[config.mk]
export PLATFORM = sky130hd
export DESIGN_NAME = mem_stage
export DESIGN_NICKNAME = d
export VERILOG_FILES = /design/src/rtl/mem_stage_pkg.sv /design/src/rtl/mem_stage_lsu_align.sv /design/src/rtl/mem_stage.sv
export SDC_FILE = /design/constraint.sdc
export NUM_CORES = 1
export LEC_CHECK = 0
export BUFFER_PORTS_ARGS = -buffer_cell sky130_fd_sc_hd__buf_4
export CORE_AREA = 8 8 114 116
export CTS_CLUSTER_DIAMETER = 150
export CTS_CLUSTER_SIZE = 8
export DETAILED_ROUTE_END_ITERATION = 7
export DIE_AREA = 0 0 122 124
export PLACE_DENSITY = 0.74
export SYNTH_ARGS = -nofsm -noshare
export SYNTH_HDL_FRONTEND = slang
export SYNTH_SLANG_ARGS = --single-unit
[constraint.sdc]
create_clock -name clk -period 5.3 [get_ports clk]
set_input_delay 0.265 -clock clk [delete_from_list [all_inputs] [get_ports clk]]
set_output_delay 0.265 -clock clk [all_outputs]
set_load 0.005 [all_outputs]
[src/rtl/mem_stage_pkg.sv]
// +----------------------------------------------------------------------+
// | mem_stage_pkg : shared constants and types for the RV32I MEM stage    |
// | rev 1.0                                                               |
// +----------------------------------------------------------------------+
`default_nettype none

package mem_stage_pkg;

  localparam logic [6:0] c_OPC_LOAD  = 7'b0000011;
  localparam logic [6:0] c_OPC_STORE = 7'b0100011;

  localparam logic [2:0] c_F3_LB  = 3'b000;
  localparam logic [2:0] c_F3_LH  = 3'b001;
  localparam logic [2:0] c_F3_LW  = 3'b010;
  localparam logic [2:0] c_F3_LBU = 3'b100;
  localparam logic [2:0] c_F3_LHU = 3'b101;
  localparam logic [2:0] c_F3_SB  = 3'b000;
  localparam logic [2:0] c_F3_SH  = 3'b001;
  localparam logic [2:0] c_F3_SW  = 3'b010;

  localparam logic [1:0] c_WD_C    = 2'd0;
  localparam logic [1:0] c_WD_LOAD = 2'd1;
  localparam logic [1:0] c_WD_PC4  = 2'd2;
  localparam logic [1:0] c_WD_IMM  = 2'd3;

  typedef enum logic [0:0] {
    S_IDLE = 1'b0,
    S_BUS  = 1'b1
  } state_t;

endpackage

`default_nettype wire

[src/rtl/mem_stage_lsu_align.sv]
// +----------------------------------------------------------------------+
// | lsu_align : store strobe/data replication and load byte/half extract  |
// | rev 1.0                                                               |
// +----------------------------------------------------------------------+
`default_nettype none

module lsu_align
  import mem_stage_pkg::*;
(
  input  logic [1:0]  addr_lo,
  input  logic [2:0]  funct3,
  input  logic [31:0] store_data,
  input  logic [31:0] rdata,
  output logic [3:0]  strb,
  output logic [31:0] wdata,
  output logic [31:0] load_data
);

  logic [7:0]  w_byte;
  logic [15:0] w_half;

  always_comb begin
    strb  = 4'b1111;
    wdata = store_data;
    case (funct3)
      c_F3_SB: begin
        strb  = 4'b0001 << addr_lo;
        wdata = {4{store_data[7:0]}};
      end
      c_F3_SH: begin
        strb  = 4'b0011 << addr_lo;
        wdata = {2{store_data[15:0]}};
      end
      c_F3_SW: begin
        strb  = 4'b1111;
        wdata = store_data;
      end
      default: begin
        strb  = 4'b1111;
        wdata = store_data;
      end
    endcase
  end

  always_comb begin
    w_byte = rdata[7:0];
    case (addr_lo)
      2'd0:    w_byte = rdata[7:0];
      2'd1:    w_byte = rdata[15:8];
      2'd2:    w_byte = rdata[23:16];
      default: w_byte = rdata[31:24];
    endcase
    w_half = addr_lo[1] ? rdata[31:16] : rdata[15:0];
  end

  always_comb begin
    load_data = rdata;
    case (funct3)
      c_F3_LB:  load_data = {{24{w_byte[7]}}, w_byte};
      c_F3_LH:  load_data = {{16{w_half[15]}}, w_half};
      c_F3_LW:  load_data = rdata;
      c_F3_LBU: load_data = {24'd0, w_byte};
      c_F3_LHU: load_data = {16'd0, w_half};
      default:  load_data = rdata;
    endcase
  end

endmodule

`default_nettype wire

[src/rtl/mem_stage.sv]
// +----------------------------------------------------------------------+
// | mem_stage : RV32I MEM stage with req/ack bus, timeout and MEM/WB regs |
// | rev 1.0                                                               |
// +----------------------------------------------------------------------+
`default_nettype none

module mem_stage
  import mem_stage_pkg::*;
#(
  parameter int TIMEOUT = 64
) (
  input  logic        clk,
  input  logic        reset,
  input  logic [31:0] C_i,
  input  logic [31:0] rD2_i,
  input  logic        wr_i_i,
  input  logic [31:0] inst_i,
  input  logic        bubble_i,
  input  logic [1:0]  wD_sel_i,
  input  logic [31:0] pc4_i,
  input  logic [31:0] imm_i,
  input  logic        RegWrite_i,
  output logic        stall_o,
  output logic        req_o,
  output logic        we_o,
  output logic [31:0] addr_o,
  output logic [31:0] wdata_o,
  output logic [3:0]  wstrb_o,
  input  logic        ack_i,
  input  logic [31:0] rdata_i,
  output logic [31:0] wD_o,
  output logic [4:0]  rd_o,
  output logic        RegWrite_o,
  output logic        bubble_o,
  output logic        trap_o,
  output logic        bus_err_o
);

  localparam int CNT_W = (TIMEOUT > 2) ? $clog2(TIMEOUT) : 1;
  localparam logic [CNT_W-1:0] c_CNT_LAST = CNT_W'(TIMEOUT - 1);

  state_t           r_state, w_state_nxt;
  logic [CNT_W-1:0] r_cnt, w_cnt_nxt;

  logic [6:0]  w_opcode;
  logic [2:0]  w_funct3;
  logic        w_is_load;
  logic        w_mem_op;
  logic        w_misaligned;
  logic [3:0]  w_strb;
  logic [31:0] w_load_data;
  logic [31:0] w_wd;
  logic        w_load_slot;
  logic        w_take_bubble;
  logic        w_trap_nxt;
  logic        w_err_nxt;
  logic        w_unused;

  assign w_unused = &{1'b0, inst_i[31:15]};

  assign w_opcode  = inst_i[6:0];
  assign w_funct3  = inst_i[14:12];
  assign w_is_load = (w_opcode == c_OPC_LOAD);
  assign w_mem_op  = !bubble_i && (w_is_load || wr_i_i);

  // funct3[1:0] encodes access size for both loads and stores
  assign w_misaligned = ((w_funct3[1:0] == 2'b01) && C_i[0]) ||
                        ((w_funct3[1:0] == 2'b10) && (C_i[1:0] != 2'b00));

  lsu_align u_lsu_align (
    .addr_lo    (C_i[1:0]),
    .funct3     (w_funct3),
    .store_data (rD2_i),
    .rdata      (rdata_i),
    .strb       (w_strb),
    .wdata      (wdata_o),
    .load_data  (w_load_data)
  );

  assign addr_o  = {C_i[31:2], 2'b00};
  assign we_o    = req_o && wr_i_i;
  assign wstrb_o = (req_o && wr_i_i) ? w_strb : 4'b0000;

  always_comb begin
    w_wd = C_i;
    case (wD_sel_i)
      c_WD_C:    w_wd = C_i;
      c_WD_LOAD: w_wd = (w_is_load && !wr_i_i) ? w_load_data : 32'd0;
      c_WD_PC4:  w_wd = pc4_i;
      c_WD_IMM:  w_wd = imm_i;
      default:   w_wd = C_i;
    endcase
  end

  always_comb begin
    w_state_nxt   = r_state;
    w_cnt_nxt     = r_cnt;
    stall_o       = 1'b0;
    req_o         = 1'b0;
    w_load_slot   = 1'b0;
    w_take_bubble = 1'b0;
    w_trap_nxt    = 1'b0;
    w_err_nxt     = 1'b0;
    case (r_state)
      S_IDLE: begin
        if (!w_mem_op) begin
          w_load_slot = 1'b1;
        end else if (w_misaligned) begin
          w_take_bubble = 1'b1;
          w_trap_nxt    = 1'b1;
        end else begin
          stall_o       = 1'b1;
          w_take_bubble = 1'b1;
          w_state_nxt   = S_BUS;
        end
      end
      S_BUS: begin
        req_o = 1'b1;
        if (ack_i) begin
          w_load_slot = 1'b1;
          w_cnt_nxt   = '0;
          w_state_nxt = S_IDLE;
        end else if (r_cnt < c_CNT_LAST) begin
          stall_o       = 1'b1;
          w_take_bubble = 1'b1;
          w_cnt_nxt     = r_cnt + 1'b1;
        end else begin
          w_err_nxt     = 1'b1;
          w_take_bubble = 1'b1;
          w_cnt_nxt     = '0;
          w_state_nxt   = S_IDLE;
        end
      end
      default: begin
        w_state_nxt = S_IDLE;
        w_cnt_nxt   = '0;
      end
    endcase
  end

  always_ff @(posedge clk) begin
    if (reset) begin
      r_state    <= S_IDLE;
      r_cnt      <= '0;
      wD_o       <= 32'd0;
      rd_o       <= 5'd0;
      RegWrite_o <= 1'b0;
      bubble_o   <= 1'b1;
      trap_o     <= 1'b0;
      bus_err_o  <= 1'b0;
    end else begin
      r_state   <= w_state_nxt;
      r_cnt     <= w_cnt_nxt;
      trap_o    <= w_trap_nxt;
      bus_err_o <= w_err_nxt;
      if (w_load_slot) begin
        wD_o       <= w_wd;
        rd_o       <= inst_i[11:7];
        // a store never writes the register file
        RegWrite_o <= RegWrite_i && !bubble_i && !wr_i_i;
        bubble_o   <= bubble_i;
      end else if (w_take_bubble) begin
        RegWrite_o <= 1'b0;
        bubble_o   <= 1'b1;
      end
    end
  end

endmodule

`default_nettype wire
# Word-level counts from Yosys, hierarchy flattened
# Cells that the tools add are included.
[word_totals]
ff_bits = 48
input_bits = 200
word_cells = 71
[classes]
addsub = 1
order_cmp = 1
n_eq_ne = 11
shift = 2
muxes = 28
n_bitwise = 2
reduce_logical = 18
[op_table]
columns = ["cell", "n"]
rows = [
  ["one-hot mux 32 bit (4 select lines)", 2],
  ["one-hot mux 32 bit (2 select lines)", 1],
  ["2-to-1 mux 32 bit", 1],
  ["one-hot mux 8 bit (3 select lines)", 1],
  ["2-to-1 mux 16 bit", 1],
  ["2-to-1 mux 1 bit", 15],
  ["2-to-1 mux 6 bit", 2],
  ["== test 2 bit, second input constant", 4],
  ["one-hot mux 4 bit (2 select lines)", 1],
  ["== test 7 x 2 -> 1 bit, second input constant", 1],
  ["logical AND 1 bit", 7],
  ["adder 6 x 1 -> 6 bit, second input constant", 1],
  ["== test 2 x 1 -> 1 bit, second input constant", 3],
  ["== test 3 bit, second input constant", 2],
  ["< comparator 6 bit, second input constant", 1],
  ["one-hot mux 1 bit (2 select lines)", 3],
  ["OR reduction 3 bit", 2],
  ["logical NOT 2 bit", 2],
  ["2-to-1 mux 4 bit", 1],
  ["nonzero test 2 bit", 2],
  ["<< shifter 1 x 2 -> 4 bit, first input constant", 1],
  ["<< shifter 2 x 2 -> 4 bit, first input constant", 1],
  ["== test 3 x 1 -> 1 bit, second input constant", 1],
  ["logical NOT 3 bit", 1],
  ["3 further kinds", 6],
]

# Depth between registers and ports, before layout
# Gate-level depths: netlist of the first run.
[logic_depth]
word_depth = 7
depth_mapped = 8
mapped_depth_nobuf = 6

# By module
# From an unflattened synthesis of the first run, not the netlist that was laid out.
[unflattened]
cells_unflattened = 548
hier_area_um2 = 4192.8
[by_module_without_submodules]
columns = ["mod", "n_inst", "cells_per_inst", "area_each_um2", "seq_area_each_um2"]
rows = [
  ["mem_stage", 1, 378, 3108.0, 960.9],
  ["lsu_align", 1, 170, 1084.8, 0.0],
]

# Worst setup path before layout of the first run
# OpenSTA, ideal clock, no wires.
[synth_path]
path_type = "input -> register"
start = "in inst_i[2]"
end = "reg wD_o[0]"
arrival_time_ns = 1.888
t_required_ns = 5.197
slack_ns = 3.309
stages = 5
path_buffers = 0
path_cell_list = "or4_4 > nor4_4 > o221ai_1 > and3_1 > a2111oi_2"
[synth_between]
elab_chain_len = 5
elab_cells_between_ends = 8
[synth_rtl]
columns = ["item", "line", "text"]
rows = [
  ["start: declaration", "mem_stage.sv:17", "input logic [31:0] inst_i,"],
  ["== test 7 x 2 -> 1 bit (*)", "mem_stage.sv:63", "assign w_is_load = (w_opcode == c_OPC_LOAD);"],
  ["logical OR 1 bit", "mem_stage.sv:64", "assign w_mem_op = !bubble_i && (w_is_load || wr_i_i);"],
  ["logical AND 1 bit", "mem_stage.sv:64", ""],
  ["2-to-1 mux 1 bit", "mem_stage.sv:106", "if (!w_mem_op) begin"],
  ["one-hot mux 1 bit (2 select lines)", "mem_stage.sv:104", "case (r_state)"],
  ["end signal: assignment", "mem_stage.sv:157", "wD_o <= w_wd;"],
  ["end: declaration", "mem_stage.sv:31", "output logic [31:0] wD_o,"],
]
# Every way passes the cells marked *; elsewhere a longest branch is shown, timed or not.
# A chain may end at the register's enable or synchronous reset.

# Final worst setup path of the first run
[layout_path]
start = "reg r_state"
end = "reg wD_o[6]"
[layout_between]
elab_chain_len = 2
[layout_rtl]
columns = ["item", "line", "text"]
rows = [
  ["start: declaration", "mem_stage.sv:42", "state_t r_state, w_state_nxt;"],
  ["start signal: assignment", "mem_stage.sv:152", "r_state <= w_state_nxt;"],
  ["inverter 1 bit", "--", ""],
  ["one-hot mux 1 bit (2 select lines) (*)", "mem_stage.sv:104", ""],
]
# Marked as above.

==> results.md, run 1 <==
* Crit-path max cell delay at 0.60 ns
* Synth Instances at 505
* Post-CTS Resized at 0
* Crit path kind: reg -> reg
* Status: complete, no violations
* Clock transition at path regs at 0.07 ns
* RePlAce Congestion at 0.8499
* Cell family with most CP delay: compound AO/OA/AOI/OAI gates
* H-tree depth at 2
* Primary FF master, synth: dfxtp_1
* Synth cell types at 47
* Clock Skews at 0.007671 ns
* Port Buffers at 292
* Yosys Warn Count at 0
* Tightest Pin Transition at 1.061 ns
* Compound-Gate Fraction of Synth Area at 0.2185
* GRT Residual Overflow at 0
* Multiplexer share of the synthesized area at 0.2457
* TritonCTS clock tree: yes
* Critical Path, Cell by Cell: nor2_1 -> a21oi_4 -> buf_4 -> nor2_1 -> a2111oi_2
* Post-synthesis simple-gate area fraction at 0.1610
* Total GRT Usage at 0.2133
* Crit path max fanout at 47
* Flops & latches, synth at 48
* TritonRoute pass-1 iters at 4
* Levels on crit path at 5
* DRC viols at 0
* Cell taking the most area after synthesis: dfxtp_1
* Crit path arrival time at 2.52 ns
* Synth top area share at 0.2373
* Global-route wire length before repair at approximately 26000 um
* Most frequent cells after synthesis: mux2i_1 (78), nor2_1 (55), dfxtp_1 (48), buf_4 (47), nand2_1 (47)
* Nets@finish at 930
* Worst R2R Path Depth at 5
* Clock Tree Root: clkbuf_16
* Normalized max-slew margin at 0.2922
* Slew Viols, Final at 0
* Final instance area at 0.006082 mm2
* HPWL Detailed at around 14000 um
* Mapped Area at approximately 0.0040 mm2
* Chip Height at ~120 um
* CP Launch Type: flip-flop
* Max Root-Sink Buffers at 2
* Antenna Nets Post-Route at 0
* Clock sink total at 48
* Area Overhead vs Synth at 50.22%
* Most frequent cell after synthesis: mux2i_1
* Drt total wl at 17290 um
* Register area share after synthesis at 0.2373
* I/O pins at 312
* Worst hold path class: in -> reg
* Post-placement cell area at 0.005934 mm2
* Nature of the critical path endpoint: flip-flop
* Num CTS Buffers at 5
* Hold Crit Depth at 2
* Vias in the first global route at between 4k and 5k
* CP max stage cell: buf_4
* Setup Buffers After CTS at 0
* F_max at 428.8 MHz
* Final worst path period share at 0.4401
* Antenna Cells at 0
* DRT iter0 DRCs at 214
* Ranking of synthesized cells by area: dfxtp_1 (24%), mux2i_1 (19%), buf_4 (8.7%), o22ai_1 (6.5%), o21ai_0 (5.2%)
* Post-Synth XOR/XNOR Area at 0
* Starting Density at 0.3623
* Cell Pwr Density at 188.2 mW/mm2
* Pin count of the biggest net entering global routing at 48
* Share of cells above drive strength 1 at 0.4562
* CP required at 5.49 ns
* Most frequent CP cell: nor2_1
* EDFF count, synth at 0
* Die Width at between 100 and 150 um
* CTS Hold Bufs at 0
* Row count at 39
* Die area at 0.01513 mm2
* Setup violations, final at 0
* Initial antenna violation count at 0
* Worst-skew pair later-pin latency at a little under 0.3 ns
* RSZ-0062 raised after global routing: no
* Synth Area per Inst at 8.018 um2
* Setup_tns at 0 ns
* Vias per Instance at 5.330
* Worst VDD drop at approximately 0.14 mV
* Routed length per placed instance at 19.80 um
* Asr flop ratio synth at 0
* Crit path buffers/inverters at 1
* Pleak at 3.039 nW
* Adder-Cell Fraction of Synth Area at 0.003090
* Main combinational cell family by area after synthesis: multiplexers
* Max Cap Violations at 0
* Vias at between 4k and 5k
* Final hold viol count at 0
* R2R setup slack at ~3 ns
* Core region area at 0.01117 mm2
* Fin crit period at 2.332 ns
==> kinds of logic after synthesis <==
kind of cell	after synthesis
simple gates	140
compound gates	136
mux	96
buf+inv	83
flops	48
fa+ha+maj	1
other cells	1
==> registers in the layout, indices dropped and copies added, names as in the netlist <==
name        count
r_cnt           6
wD_o           32
bubble_o        1
bus_err_o       1
trap_o          1
RegWrite_o      1
rd_o            5
r_state         1
==> power breakdown <==
group	leakage, nW	total (mW)	internal, mW	switching [mW]
Combinational	2.57	0.423	0.235	0.188
Clock	0.0742	0.323	0.177	0.146
Sequential	0.395	0.399	0.385	0.0139
Total	3.04	1.14	0.796	0.348
==> path summary, 6_finish.rpt <==
check,from,endpoint
setup / recovery,r_state,wD_o[6]
hold / removal,wr_i_i,RegWrite_o
setup reg to reg,r_state,wD_o[6]
hold reg to reg,rd_o[3],rd_o[3]
==> layout by cell type, fill, tap and decap left out, drive strengths merged, types with 9 or more instances in the layout <==
cell type | netlist | routed
a21oi | 21 | 21
mux2i | 78 | 78
and3 | 9 | 9
nor2 | 55 | 55
dfxtp | 48 | 48
o22ai | 42 | 42
o21ai | 42 | 42
mux2 | 17 | 17
nand2 | 48 | 48
buf | 58 | 295
==> stage by stage <==
step | setup slack [ns] | hold slack, ns | cells | utilization | power (mW)
6_report | 2.968 | 0.1586 | 873 | 0.5443 | 1.144
5_1_grt | 2.761 | 0.1531 | 873 | 0.5443 | 1.206
4_1_cts | 2.990 | 0.1529 | 873 | 0.5443 | 1.158
3_5_place_dp | 2.748 | 0.4632 | 865 | 0.5311 | 0.8323
3_3_place_gp | 2.850 | 0.4600 | 865 | 0.5311 | 0.8231
2_1_floorplan | 3.309 | 0.3408 | 506 | - | 0.6124
==> per-layer routing <==
layer / vias up / GRT usage / part of all wire / wire, um
li1: 2250 / - / - / -
met1: 2157 / 0.2345 / 0.38 / 6623
met2: 238 / 0.3956 / 0.51 / 8784
met3: 8 / 0.06890 / 0.10 / 1744
met4: 0 / 0.03701 / 0.0077 / 133
met5: - / 0 / 0 / 0
==> area by class of cell <==
class	count	area, um2
Fill cell	1085	5092
Multi-Input combinational cell	375	2565
Timing Repair Buffer	295	2215
Sequential cell	48	960.9
Tap cell	143	178.9
Clock buffer	5	125.1
Clock inverter	3	22.52
Inverter	4	15.01
==> worst reg2reg max path, stage by stage, from the launching register on <==
cell	delay, ns
dfxtp_1	0.59
nor2_1	0.18
a21oi_4	0.34
buf_4	0.61
nor2_1	0.16
a2111oi_2	0.35
Note: power is estimated with default switching activity, not from simulation.
==> run 2, diff against run 1 <==
--- a/config.mk
+++ b/config.mk
@@ -6,12 +6,12 @@
 export NUM_CORES = 1
 export LEC_CHECK = 0
 export BUFFER_PORTS_ARGS = -buffer_cell sky130_fd_sc_hd__buf_4
-export CORE_AREA = 8 8 114 116
+export CORE_AREA = 8 8 115 117
 export CTS_CLUSTER_DIAMETER = 150
 export CTS_CLUSTER_SIZE = 8
 export DETAILED_ROUTE_END_ITERATION = 7
-export DIE_AREA = 0 0 122 124
-export PLACE_DENSITY = 0.74
+export DIE_AREA = 0 0 123 125
+export PLACE_DENSITY = 0.73
 export SYNTH_ARGS = -nofsm -noshare
 export SYNTH_HDL_FRONTEND = slang
 export SYNTH_SLANG_ARGS = --single-unit
==> constraint.sdc (replaced) <==
create_clock -name clk -period 2.2 [get_ports clk]
set_input_delay 0.11 -clock clk [delete_from_list [all_inputs] [get_ports clk]]
set_output_delay 0.11 -clock clk [all_outputs]
set_load 0.005 [all_outputs]
==> results.md, run 2 (synthesis gave the netlist of run 1 again) <==
* Initial antenna violation count at 0 (unchanged)
* Final worst path period share at 0.8800 (+0.4400)
* Starting Density at 0.3487 (-0.01363)
* Crit path kind: reg -> reg
* Clock sink total at 48 (unchanged)
* Row count at 40 (+2.6%)
* TritonCTS clock tree: yes
* H-tree depth at 2 (unchanged)
* Chip Height at 125 um (+0.81%)
* Antenna Nets Post-Route at 0 (unchanged)
* Clock transition at path regs at 0.06 ns (about the same)
* Nets@finish at 943 (+1.4%)
* Vias in the first global route at 4880 (+1.2%)
* Nature of the critical path endpoint: flip-flop
* Crit path buffers/inverters at 1 (unchanged)
* TritonRoute pass-1 iters at 5 (+1)
* Cell Pwr Density at 478.7 mW/mm2 (+150%)
* Commonest cells after routing, fill and taps aside: buf_4 (306), mux2i_1 (78), nor2_1 (54)
* Max Cap Violations at 0 (unchanged)
* DRC viols at 0 (unchanged)
* Largest Register: wD_o
* Share of cells above drive strength 1 at 0.4650 (+0.008795)
* Clock Skews at 0.003405 ns (-0.004266 ns)
* Routed length per placed instance at 19.89 um (+0.45%)
* Crit-path max cell delay at 0.50 ns (-0.10 ns)
* Vias per Instance at 5.295 (-0.66%)
* Worst VDD drop at 0.4655 mV (+230%)
* Total GRT Usage at 0.2136 (+0.0002933)
* I/O pins at 312 (unchanged)
* DP Cell Count at 882 (+2.0%)
* Area Overhead vs Synth at 54.30%
* CP required at 2.35 ns (-3.14 ns)
* Non-filler cells, final at 889 (+1.8%)
* Leading cell type in the layout, fill and taps excluded: buf_4
* Pleak at 3.128 nW (+2.9%)
* CP Launch Type: flip-flop
* RePlAce Congestion at 0.8445 (-0.64%)
* Crit path max fanout at 20 (-57%)
* Normalized max-slew margin at 0.5912 (+0.2989)
* Die Width at 123 um (+0.82%)
* Largest regs: wD_o: 32 flops, r_cnt: 6 flops, rd_o: 5 flops
* Antenna Cells at 0 (unchanged)
* Final hold viol count at 0 (unchanged)
* Vias at 4707 (+1.2%)
* F_max at 516.5 MHz (+20%)
* DRT iter0 DRCs at 300 (+40%)
* Setup Buffers After CTS at 0 (unchanged)
* Area of the multi-input gates at 0.002565 mm2 (unchanged)
* RSZ-0062 raised after global routing: no
* Largest register FFs at 32 (unchanged)
* Worst-skew pair later-pin latency at 0.29 ns (about the same)
* CTS Hold Bufs at 0 (unchanged)
* Pin count of the biggest net entering global routing at 47 (-2.1%)
* Tightest Pin Transition at 0.6119 ns (-0.4486 ns)
* Num CTS Buffers at 5 (unchanged)
* # fillers at 1104 (+1.8%)
* Clock Tree Root: clkbuf_16
* Post-CTS Resized at 0 (unchanged)
* Crit path arrival time at 2.08 ns (-0.44 ns)
* Worst hold path class: in -> reg
* Core region area at 0.01161 mm2 (+3.9%)
* Drt total wl at 17680 um (+2.3%)
* Port Buffers at 292 (unchanged)
* Max Root-Sink Buffers at 2 (unchanged)
* Fin crit period at 1.936 ns (-0.3963 ns)
* Setup violations, final at 0 (unchanged)
* Status: complete, no violations
* Global-route wire length before repair at 26380 um (+2.8%)
* Slew Viols, Final at 0 (unchanged)
* Die area at 0.01538 mm2 (+1.6%)
* GRT Residual Overflow at 0 (unchanged)
* CP max stage cell: a21oi_4
* Setup_tns at 0 ns (unchanged)
* Critical Path, Cell by Cell: and2b_1 -> a21oi_4 -> buf_4 -> mux2i_1 -> o22ai_1
* HPWL Detailed at 14470 um (+4.5%)
* Cell family with most CP delay: compound AO/OA/AOI/OAI gates
* Register Area at 960.9 um2 (unchanged)
* R2R setup slack at 0.26 ns (-2.70 ns)
-- run 2: cell types whose count changed in the layout (fill, tap and decap cells not counted) --
| cell | before | now |
|---|---|---|
| bufinv_16 | 0 | 2 |
| clkinv_4 | 1 | 0 |
| clkinv_2 | 1 | 0 |
| buf_12 | 0 | 2 |
| buf_4 | 295 | 306 |
| inv_6 | 1 | 0 |
-- run 2: worst paths after layout --
kind              startpoint          to  cells after the start
setup / recovery     r_state    wD_o[21]                      5
hold / removal        wr_i_i  RegWrite_o                      2
setup reg to reg     r_state    wD_o[21]                      5
hold reg to reg     r_cnt[5]   bus_err_o                      2
-- run 2: report_power, final --
| part | internal [mW] | leakage [nW] | switching (mW) |
|---|---|---|---|
| combinational | 0.586 | 2.64 | 0.467 |
| clock | 0.645 | 0.0899 | 0.333 |
| sequential | 0.927 | 0.395 | 0.0314 |
-- run 2: per-stage QoR --
step / hold WS [ns] / area [um2] / setup WS (ns) / util / power, mW
after global placement: 0.3072 / 6062 / 0.1689 / 0.5221 / 2.012
after CTS: 0.002190 / 6247 / 0.2721 / 0.5380 / 3.017
after floorplan: 0.1858 / 4053 / 0.3639 / - / 1.475
after global routing: 0.007878 / 6247 / 0.07342 / 0.5380 / 3.131
after detailed placement: 0.3081 / 6062 / 0.1252 / 0.5221 / 2.036
final: 0.01309 / 6247 / 0.2640 / 0.5380 / 2.991
-- run 2: layer usage --
metal,global-route usage,vias up,part of all wire
li1,-,2276,-
met1,0.2309,2187,0.37
met2,0.3821,228,0.51
met3,0.07561,16,0.11
met4,0.05599,0,0.015
met5,0,-,0
-- run 2: cell type report --
| class | instances | area share |
|---|---|---|
| multi-input cells | 375 | 0.4106 |
| clock buffers | 5 | 0.02003 |
| repair buffers | 308 | 0.3741 |
| well taps | 147 | 0.02944 |
| flip-flops and latches | 48 | 0.1538 |
| inverters | 4 | 0.002403 |
| clock inverters | 2 | 0.009613 |
==> run 3, diff against run 2 <==
--- a/config.mk
+++ b/config.mk
@@ -6,12 +6,13 @@
 export NUM_CORES = 1
 export LEC_CHECK = 0
 export BUFFER_PORTS_ARGS = -buffer_cell sky130_fd_sc_hd__buf_4
-export CORE_AREA = 8 8 115 117
+export CORE_AREA = 8 8 114 116
 export CTS_CLUSTER_DIAMETER = 150
 export CTS_CLUSTER_SIZE = 8
 export DETAILED_ROUTE_END_ITERATION = 7
-export DIE_AREA = 0 0 123 125
-export PLACE_DENSITY = 0.73
+export DIE_AREA = 0 0 122 124
+export PLACE_DENSITY = 0.76
 export SYNTH_ARGS = -nofsm -noshare
 export SYNTH_HDL_FRONTEND = slang
+export SYNTH_HIERARCHICAL = 1
 export SYNTH_SLANG_ARGS = --single-unit
==> results.md, run 3 <==
* TritonCTS clock tree: yes
* Crit. Startpoint: r_state
* Worst hold path class: in -> reg
* RSZ-0062 raised after global routing: no
* DRT iter0 DRCs at 310 (+3.3%)
* Final worst path period share at 0.9313 (+0.05124)
* Cell Pwr Density at 488.8 mW/mm2 (+2.1%)
* Final hold viol count at 0 (unchanged)
* Synth cell types at 50 (+6.4%)
* Clock sink total at 48 (unchanged)
* Worst R2R Path Depth at 5 (unchanged)
* F_max at 488.1 MHz (-5.5%)
* Core region area at 0.01117 mm2 (-3.8%)
* H-tree depth at 2 (unchanged)
* Synth Area per Inst at 7.651 um2 (-4.6%)
* I/O pins at 312 (unchanged)
* Worst VDD drop at 0.4295 mV (-7.7%)
* Die area at 0.01513 mm2 (-1.6%)
* R2R setup slack at 0.15 ns (-0.11 ns)
* DP Cell Count at 912 (+3.4%)
* HPWL Detailed at 15020 um (+3.8%)
* Total GRT Usage at 0.2289 (+0.01523)
* Crit path arrival time at 2.24 ns (+0.16 ns)
* Routed length per placed instance at 20.25 um (+1.8%)
* DRC viols at 0 (unchanged)
* Pleak at 3.024 nW (-3.3%)
* Nature of the critical path endpoint: flip-flop
* Routed metal-1 wire length at 7346 um (+12%)
* Synth top area share at 0.2292 (-0.008145)
* Commonest cells after routing, fill and taps aside: buf_4 (307), nand2_1 (109), a21oi_1 (56)
* Nets@finish at 978 (+3.7%)
* Yosys Warn Count at 6 (+6)
* Pre-CTS setup slack at 0.02296 ns (-0.1023 ns)
* Max Cap Violations at 0 (unchanged)
* Clock Tree Root: clkbuf_16
* Die Width at 122 um (-0.81%)
* Highest routed layer: met4
* Worst reg2reg path startpoint: r_state
* Metal2 WL at 9316 um (+4.3%)
* Ranking of synthesized cells by area: dfxtp_1 (23%), o32ai_2 (11%), nand2_1 (9.8%), buf_4 (7.2%), a21oi_1 (6.7%)
* Chip Height at 124 um (-0.80%)
* Largest register FFs at 32 (unchanged)
* Setup_tns at 0 ns (unchanged)
* Mapped Area at 0.004193 mm2 (+3.6%)
* Starting Density at 0.3752 (+0.02650)
* Vias per Instance at 5.447 (+2.9%)
* RePlAce Congestion at 0.8399 (-0.54%)
* GRT Residual Overflow at 0 (unchanged)
* Clock Skews at 0.007234 ns (+0.003829 ns)
* CP Launch Type: flip-flop
* Tightest Pin Transition at 0.7028 ns (+0.09097 ns)
* Vias at 5017 (+6.6%)
* EDFF count, synth at 0 (unchanged)
* CP required at 2.39 ns (+0.04 ns)
* Leading cell type in the layout, fill and taps excluded: buf_4
* Worst Slack Setup Final at 0.1512 ns (-0.1127 ns)
* Critical path destination: wD_o[18]
* Setup violations, final at 0 (unchanged)
* Flops & latches, synth at 48 (unchanged)
* Largest Register: wD_o
* Largest regs: wD_o: 32 flops, r_cnt: 6 flops, rd_o: 5 flops
* Crit path max fanout at 21 (+5.0%)
* Synth Instances at 548 (+8.5%)
* Cell taking the most area after synthesis: dfxtp_1
* Crit path kind: reg -> reg
* Antenna Cells at 0 (unchanged)
* Share of cells above drive strength 1 at 0.4936 (+0.02861)
* TritonRoute pass-1 iters at 4 (-1)
* Area Overhead vs Synth at 51.75%
* # fillers at 1041 (-5.7%)
* Fin crit period at 2.049 ns (+0.1127 ns)
* Num CTS Buffers at 5 (unchanged)
* Final Util at 0.5694 (+0.03133)
* Primary FF master, synth: dfxtp_1
* Most frequent cells after synthesis: nand2_1 (109), a21oi_1 (56), dfxtp_1 (48), nor2_1 (48), buf_4 (40)
* Status: complete, no violations
* Asr flop ratio synth at 0 (unchanged)
* Port Buffers at 292 (unchanged)
* Pin count of the biggest net entering global routing at 42 (-11%)
* Row count at 39 (-2.5%)
* Normalized max-slew margin at 0.5314 (-0.05974)
* Worst-skew pair later-pin latency at 0.28 ns (about the same)
* Most frequent cell after synthesis: nand2_1
* Clock transition at path regs at 0.07 ns (about the same)
* Global-route wire length before repair at 27700 um (+5.0%)
* Antenna Nets Post-Route at 0 (unchanged)
* Max Root-Sink Buffers at 2 (unchanged)
* Vias in the first global route at 5240 (+7.4%)
* Met3 wire length at 1601 um (-17%)
* Non-filler cells, final at 921 (+3.6%)
* Slew Viols, Final at 0 (unchanged)
* Register area share after synthesis at 0.2292 (-0.008145)
* Initial antenna violation count at 0 (unchanged)
* R2r endpoint: wD_o[18]
* Drt total wl at 18650 um (+5.5%)
## run 3: changes by cell type after synthesis, sizes merged, moves of 5 or more
| cell | previous run | this run |
|---|---|---|
| a2111oi | 7 | 0 |
| nor2b | 4 | 9 |
| o221ai | 7 | 0 |
| a21oi | 21 | 56 |
| o32ai | 7 | 32 |
| o211ai | 0 | 12 |
| clkbuf | 20 | 32 |
| nor2 | 55 | 49 |
| mux2i | 78 | 16 |
| nand2 | 48 | 119 |
| and2b | 6 | 0 |
| o22ai | 42 | 0 |
| a2bb2oi | 0 | 32 |
| o21ai | 42 | 21 |
## run 3: worst min path at each step
stage	startpoint	end	slack [ns]	depth (start not counted)
after CTS	bubble_i	RegWrite_o	0.002	2
after detailed placement	bubble_i	RegWrite_o	0.30	2
after global routing	bubble_i	RegWrite_o	0.006	2
after floorplan	wr_i_i	RegWrite_o	0.18	1
final	bubble_i	RegWrite_o	0.007	2
after global placement	bubble_i	RegWrite_o	0.30	2
## run 3: repair_timing
item | CTS | global route
hold buffers | 0 | 0
gates resized for setup | 0 | 2
setup buffers | 0 | 0
setup endpoints to repair | 0 | 32
## run 3: logic make-up (layout without fill, tap and decap cells)
family	after synthesis	after routing	synth area share
AND/OR/NAND/NOR	209	210	0.2241
AO/OA/AOI/OAI	163	163	0.3208
multiplexers	34	34	0.08922
adder cells (fa/ha/maj)	1	1	0.002984
flip-flops	48	48	0.2292
other	1	2	0.0008944
buffers and inverters	91	319	0.1307
XOR/XNOR	1	1	0.002089
## run 3: cell type report
type                    count  area [um2]  area share
clock buffers               5       125.1     0.01967
clock inverters             3       68.82     0.01082
inverters                   4       15.01    0.002360
multi-input cells         411        2708      0.4256
flip-flops and latches     48       962.2      0.1512
well taps                 143       178.9     0.02812
repair buffers            307        2305      0.3622
## run 3: metrics by stage
step	area [um2]	total power, mW	hold WS (ns)
after floorplan	4197	1.542	0.1806
after global placement	6156	2.082	0.3020
after detailed placement	6156	2.113	0.3021
after CTS	6350	3.119	0.001956
after global routing	6362	3.265	0.006491
final	6362	3.110	0.006581
## run 3: per-layer routing
metal	vias to the layer above	track usage
met5	-	0
met4	0	0.05628
met3	29	0.06301
met2	249	0.4127
met1	2367	0.2614
li1	2372	-
## run 3: critical path: stages (launching register included)
cell and delay [ns]:
dfxtp_2 0.39, or2_1 0.16, and3b_1 0.31, or3_2 0.51, buf_4 0.26, o32ai_1 0.32
## run 3: power breakdown
group / total (mW) / internal, mW / switching, mW / leakage (nW)
clock network: 1.01 / 0.656 / 0.354 / 0.0944
logic: 1.13 / 0.614 / 0.513 / 2.53
registers: 0.973 / 0.934 / 0.0392 / 0.396
